$ cat src/rtl/seg_bus_if.sv
`default_nettype none
// ============================================================================
//  Module   : seg_bus_if
//  Brief    : Bus-side port bundle for the 7-segment scan driver.
//  Revision : 1.0  initial release
// ============================================================================
interface seg_bus_if;
    logic        cs_n;
    logic        rw;
    logic [31:0] mosi;
    logic [31:0] miso;

    modport master (output cs_n, output rw, output mosi, input  miso);
    modport slave  (input  cs_n, input  rw, input  mosi, output miso);
endinterface
`default_nettype wire

$ cat src/rtl/seg_scan_driver.sv
`default_nettype none
// ============================================================================
//  Module   : seg_scan_driver
//  Brief    : Bus-mapped 8-digit hex common-anode display scanner with
//             anti-ghost blank cycle and optional leading-zero blanking.
//  Revision : 1.0  initial release
// ============================================================================
module seg_scan_driver #(
    parameter int SCAN_DIV = 50000,
    parameter bit BLANK_LZ = 1'b0
) (
    input  logic       sck,
    input  logic       rst,
    seg_bus_if.slave   bus,
    output logic [7:0] seg_sel,
    output logic [7:0] seg_code
);
    localparam int              C_CW      = $clog2(SCAN_DIV);
    localparam logic [C_CW-1:0] C_DIV_MAX = C_CW'(SCAN_DIV - 1);

    typedef enum logic [0:0] {
        ST_BLANK = 1'b0,
        ST_DRIVE = 1'b1
    } state_t;

    logic [31:0]     r_data;
    logic [C_CW-1:0] r_div_cnt;
    logic [2:0]      r_idx;

    state_t          w_state;
    logic [3:0]      w_nibble;
    logic            w_lz_blank;
    logic [7:0]      w_code;

    function automatic logic [7:0] hex_to_seg(input logic [3:0] h);
        logic [7:0] s;
        case (h)
            4'h0: s = 8'hC0;
            4'h1: s = 8'hF9;
            4'h2: s = 8'hA4;
            4'h3: s = 8'hB0;
            4'h4: s = 8'h99;
            4'h5: s = 8'h92;
            4'h6: s = 8'h82;
            4'h7: s = 8'hF8;
            4'h8: s = 8'h80;
            4'h9: s = 8'h90;
            4'hA: s = 8'h88;
            4'hB: s = 8'h83;
            4'hC: s = 8'hC6;
            4'hD: s = 8'hA1;
            4'hE: s = 8'h86;
            default: s = 8'h8E;
        endcase
        return s;
    endfunction

    assign bus.miso = r_data;

    // The first cycle of every slot is dark so the previous digit's segments
    // never bleed into the newly selected anode.
    assign w_state    = (r_div_cnt == '0) ? ST_BLANK : ST_DRIVE;
    assign w_nibble   = r_data[{r_idx, 2'b00} +: 4];
    assign w_lz_blank = BLANK_LZ && (r_idx != 3'd0) &&
                        ((r_data >> {r_idx, 2'b00}) == 32'd0);
    assign w_code     = w_lz_blank ? 8'hFF : hex_to_seg(w_nibble);

    always_ff @(posedge sck) begin
        if (rst) begin
            r_data    <= 32'd0;
            r_div_cnt <= '0;
            r_idx     <= 3'd0;
            seg_sel   <= 8'hFF;
            seg_code  <= 8'hFF;
        end else begin
            if (!bus.cs_n && bus.rw) begin
                r_data <= bus.mosi;
            end

            if (r_div_cnt == C_DIV_MAX) begin
                r_div_cnt <= '0;
                r_idx     <= r_idx + 3'd1;
            end else begin
                r_div_cnt <= r_div_cnt + C_CW'(1);
            end

            case (w_state)
                ST_BLANK: begin
                    seg_sel  <= 8'hFF;
                    seg_code <= 8'hFF;
                end
                default: begin
                    seg_sel  <= ~(8'b1 << r_idx);
                    seg_code <= w_code;
                end
            endcase
        end
    end
endmodule
`default_nettype wire

$ cat src/flat_wrapper.sv
// flat-port wrapper written by rule: the top's interface ports become plain ports
module seg_scan_driver_flat 
#(
    parameter int SCAN_DIV = 50000,
    parameter bit BLANK_LZ = 1'b0
)
  (sck, rst, seg_sel, seg_code, bus_cs_n, bus_rw, bus_mosi, bus_miso);
  seg_bus_if bus_i ();
  input  logic sck;
  input  logic rst;
  output logic [7:0] seg_sel;
  output logic [7:0] seg_code;
  input wire logic [$bits(bus_i.cs_n)-1:0] bus_cs_n;
  input wire logic [$bits(bus_i.rw)-1:0] bus_rw;
  input wire logic [$bits(bus_i.mosi)-1:0] bus_mosi;
  output wire logic [$bits(bus_i.miso)-1:0] bus_miso;
  assign bus_i.cs_n = bus_cs_n;
  assign bus_i.rw = bus_rw;
  assign bus_i.mosi = bus_mosi;
  assign bus_miso = bus_i.miso;
  seg_scan_driver #(.SCAN_DIV(SCAN_DIV), .BLANK_LZ(BLANK_LZ)) u_core (.sck(sck), .rst(rst), .bus(bus_i), .seg_sel(seg_sel), .seg_code(seg_code));
endmodule
$ cat config.mk
export PLATFORM = sky130hd
export DESIGN_NAME = seg_scan_driver_flat
export DESIGN_NICKNAME = d
export VERILOG_FILES = /design/src/rtl/seg_bus_if.sv /design/src/rtl/seg_scan_driver.sv /design/src/flat_wrapper.sv
export SDC_FILE = /design/constraint.sdc
export NUM_CORES = 1
export LEC_CHECK = 0
export ABC_AREA = 1
export CORE_MARGIN = 1
export CORE_UTILIZATION = 25
export CTS_CLUSTER_DIAMETER = 200
export DETAILED_ROUTE_END_ITERATION = 7
export GPL_ROUTABILITY_DRIVEN = 0
export HOLD_SLACK_MARGIN = 0.05
export PLACE_DENSITY_LB_ADDON = 0.08
export RECOVER_POWER = 50
export SLEW_MARGIN = 30
export SYNTH_ARGS = -nofsm -noshare
export SYNTH_HDL_FRONTEND = slang
export SYNTH_SLANG_ARGS = --single-unit
$ cat constraint.sdc
create_clock -name sck -period 2 [get_ports sck]
set_input_delay 0.4 -clock sck [delete_from_list [all_inputs] [get_ports sck]]
set_output_delay 0.4 -clock sck [all_outputs]
set_load 0.05 [all_outputs]
After elaboration in Yosys (flattened, before gate mapping)

Memory sizes are Yosys's and may differ from the RTL's. A register that Yosys moved wholly into a read port is not among the register bits.
Index checks and enable logic that the tools add are counted.
Widths: inputs -> output; s select.

Memories kept: 1
Memory bits (writable): 0
Logic and storage cells: 17
Flip-flop bits (word level): 67
Bits in read-only memories: 112
Bits in latches: 0
Output and inout bits: 48
Input port bits: 36

Reduce and logical (&&, ||, !) cells: 5
$add $sub $neg: 2
Divide/modulo/power cells: 0
Mux-type cells: 0
Order comparisons: 0
Shift operators: 2
Bitwise gates (word level): 1
Equality and inequality tests: 1
Multipliers: 0

Memory list:

| name             | depth | width | rd ports | clocked after Yosys merged registers in | wr ports | RTL line              | text |
|---|---|---|---|---|---|---|---|
| (name not given) | 16    | 7     | 1        | 1                                       | 0        | seg_scan_driver.sv:37 | `case (h)` |

Operator list:

| operator              | number |
|---|---|
| $shiftx 32x6->4       | 1 |
| $add 16x1->16 const B | 1 |
| $eq 16x16->1 const B  | 1 |
| $logic_not 16->1      | 1 |
| $not 8->8             | 1 |
| $shl 1x3->8 const A   | 1 |
| $reduce_or 2->1       | 2 |
| $add 3x1->3 const B   | 1 |
| $logic_and 1x1->1     | 1 |
| $logic_not 1->1       | 1 |

Longest topological paths before layout

Depth after elaboration: 2
Mapped depth: 13

Worst setup path after synthesis

OpenSTA, ideal clock, no wires.

Path kind: reg-to-reg
Start point: register u_core.r_data[9] (netlist: u_core.bus.miso[9])
End point: register u_core.seg_code[0]
Cell stages (with the launch flop): 11
Buffers on the path: 0
Path slack: 0.281 ns
Arrival: 1.592 ns
Clock period less this slack: 1.719 ns
Data required time: 1.874 ns
Path through: dfxtp_1 inv_1 nand2_1 nand3_1 nand3_1 nand2_1 ha_1 inv_1 nand3_1 nand3_1 nand3_1

Longest elaborated chain between the ends: 1

RTL lines:

| what                     | RTL line              | text |
|---|---|---|
| start: declaration       | seg_scan_driver.sv:26 | `logic [31:0] r_data;` |
| start signal: assignment | seg_scan_driver.sv:77 | `r_data <= bus.mosi;` |
| $shiftx 32x6->4          | seg_scan_driver.sv:63 | `assign w_nibble = r_data[{r_idx, 2'b00} +: 4];` |
| end: declaration         | seg_scan_driver.sv:16 | `output logic [7:0] seg_code` |

No other way between the ends.
A chain may end at the register's enable or synchronous reset.

Final worst setup path

Start point: register u_core.r_data[1] (netlist: u_core.bus.miso[1])
End point: output port bus_miso[1]

RTL lines:

| what             | RTL line           | text |
|---|---|---|
| end: declaration | flat_wrapper.sv:16 | `output wire logic [$bits(bus_i.miso)-1:0] bus_miso;` |

No word-level cell between the ends.

==> results.md <==
- Crit path time final: 1.93 ns
- Sequential area share after synthesis: 0.417
- Status: finished, final reports clean
- H-tree depth: 3
- Slowest cell on crit path: clkdlybuf4s50_1
- Crit path DAT: 1.53 ns
- HPWL Detailed: 6540 microns
- Delay-heaviest family, CP: buffers and inverters
- Post-synth top area cell: dfxtp_1
- Fin Setup TNS: 0 ns
- Hold WC Path Type: reg2reg
- CP Cell Sequence: clkdlybuf4s50_1
- Cell Area, Synth: 0.00317 sq mm
- Post-detailed-route wirelength per cell: 12.2 microns
- Number of diodes: 0
- Root cell of the clock tree: clkbuf_16
- RSZ-0062 raised after global routing: no
- Post-Syn Area per Cell: 7.28 sq um
- DRT Wirelength: 8460 microns
- CTS tree: done
- Row cnt: 40
- Setup Crit Path Kind: reg2out
- Max Root-Sink Buffers: 2
- Number of enable flip-flop cells after synthesis: 0
- Clock sink total: 66
- Clk slew on worst S/H paths: 0.06 ns
- Post-CTS Setup Bufs: 0
- Critical Path Fanout Max: 3
- First-pass DRT Iterations: 4
- FFs w/ async S/R, synth: 0
- GR Overflow Total: 0
- Hold buffers post-CTS: 0
- Clk_skew: 0.00386 ns
- Critical Path Max Stage Delay: 0.82 ns
- Pwr Density: 820 mW/mm^2
- Initial core utilization: 0.260
- Nets: 569
- Final Power: 3650 uW
- Synth cell count leaders: nand2_1 (92), dfxtp_1 (66), inv_1 (50), nand3_1 (45), a21oi_1 (39)
- Synth Net Count: 485
- Die Ht: 115 microns
- CP startpoint kind: flip-flop
- Largest net degree at the start of global routing: 41
- Detail Route Antenna Nets: 0
- Syn-to-layout area delta: 40.5%
- Critical path required time: 1.60 ns
- Synth Warn #: 0
- Worst-Margin Slew: 0.661 ns
- Worst VDD drop: 0.355 mV
- P_leak: 0.00180 uW
- Bufs and invs on worst path: 1
- Post-Synthesis Cells: 435
- Layout cells sized above 1: 0.0841
- Fill count: 1321
- Initial DRC count: 139
- Clk_lat worst skew: 0.33 ns
- Total track usage: 0.137
- Drt drc: 0
- Antenna violations before repair: 0
- Post-synth top area share: 0.417
- Top post-synthesis cells by area: dfxtp_1 (42%), nand2_1 (11%), nand3_1 (7.1%)
- Slew HR: 0.561
- Die Wd: 115 microns
- Vias per Instance: 4.26
- Global-route wire length before repair: 13800 microns
- Cell with the most instances after synthesis: nand2_1
- Final hold viol count: 0
- Seq cells post-synth: 66
- FF+latch area: 0.00132 sq mm
- Io pins: 84
- Dominant synthesized flop cell: dfxtp_1
- Final Cycle Share: 0.964
- # resized after CTS: 0
- IO buf count: 82
- Number of global-route vias before repair: 2812
- Finished Core Util: 0.366
- Final Max Slew Viols: 0
- Total die area: 0.0131 sq mm
- CORE AREA: 0.0122 sq mm
- Library cells used by synthesis: 37
- Critical path capture point type: primary output
- Max-cap viol count: 0
- Final setup viols: 0
- DR vias: 2947
- Num CTS Buffers: 9
- Fmax: 519 MHz
- Area of the multi-input gates: 0.00152 sq mm
state kept, by name (all words and copies together) (netlist names):
register / flops
u_core.bus.miso: 32
u_core.r_div_cnt: 16
u_core.seg_sel: 8
u_core.seg_code: 7
u_core.r_idx: 3
metal layers:
layer  share of wire  GRT usage  vias to the layer above
li1                -          -                     1566
met1            0.50      0.185                     1312
met2            0.44      0.206                       58
met3           0.038     0.0296                       11
met4           0.018     0.0675                        0
met5               0          0                        -
path summary, 6_finish.rpt:
kind | start | to | slack [ns] | cells past startpoint
setup / recovery | u_core.bus.miso[1]$_SDFFE_PP0P_ | bus_miso[1] | 0.07 | 1
hold / removal | u_core.r_div_cnt[0]$_SDFF_PP0_ | u_core.r_div_cnt[0]$_SDFF_PP0_ | 0.46 | 1
setup reg to reg | u_core.r_idx[1]$_SDFFE_PP0N_ | u_core.seg_code[0]$_SDFF_PP1_ | 0.20 | 10
hold reg to reg | u_core.r_div_cnt[0]$_SDFF_PP0_ | u_core.r_div_cnt[0]$_SDFF_PP0_ | 0.46 | 1
cells by family (layout without fill, tap and decap cells):
| family | after synthesis | in the layout | synth area share |
|---|---|---|---|
| AO/OA/AOI/OAI | 79 | 79 | 0.133 |
| other | 1 | 1 | 0.00118 |
| AND/OR/NAND/NOR | 197 | 197 | 0.287 |
| XOR/XNOR | 2 | 2 | 0.00553 |
| flip-flops | 66 | 66 | 0.417 |
| adder cells (fa/ha/maj) | 14 | 14 | 0.0553 |
| buffers and inverters | 76 | 164 | 0.101 |
worst register-to-register path: stages, from the launching register on:
cell and delay, ns:
dfxtp_1 0.55, inv_2 0.19, nand3_1 0.14, nand2_1 0.06, nand2_1 0.05, nand2_1 0.10, ha_1 0.25, inv_1 0.10
nand3_1 0.08, nand3_1 0.08, nand3_1 0.07
stage by stage:
stage / hold WS (ns) / worst slack, ns / area [sq um] / std cells
finish: 0.462 / 0.0723 / 4450 / 691
global route: 0.484 / 0.0145 / 4450 / 691
CTS: 0.473 / 0.0329 / 4470 / 691
detailed placement: 0.460 / 0.198 / 4170 / 676
global placement: 0.448 / 0.224 / 4170 / 676
floorplan: 0.430 / 0.281 / 3170 / 435
report_power, final:
| group | internal [uW] | total, uW | switching [uW] |
|---|---|---|---|
| sequential | 1380 | 1410 | 31.0 |
| clock | 1060 | 1610 | 548 |
| combinational | 227 | 629 | 403 |
cell usage in the layout, fill, tap and decap left out, drive strengths merged, types with 6 or more instances in the layout:
cell,netlist,final
nor3,6,6
nand3,49,49
a21oi,41,41
clkbuf,8,17
buf,8,6
o21ai,35,35
nand2,99,99
inv,58,58
ha,14,14
clkdlybuf4s50,0,78
dfxtp,66,66
nor2,33,33
cell type report:
type | instances | area share
well taps | 168 | 0.0473
multi-input cells | 293 | 0.341
clock inverters | 2 | 0.00788
repair buffers | 89 | 0.194
flip-flops and latches | 66 | 0.297
inverters | 60 | 0.0518
clock buffers | 13 | 0.0608
Power figures use the tool's default switching activity.
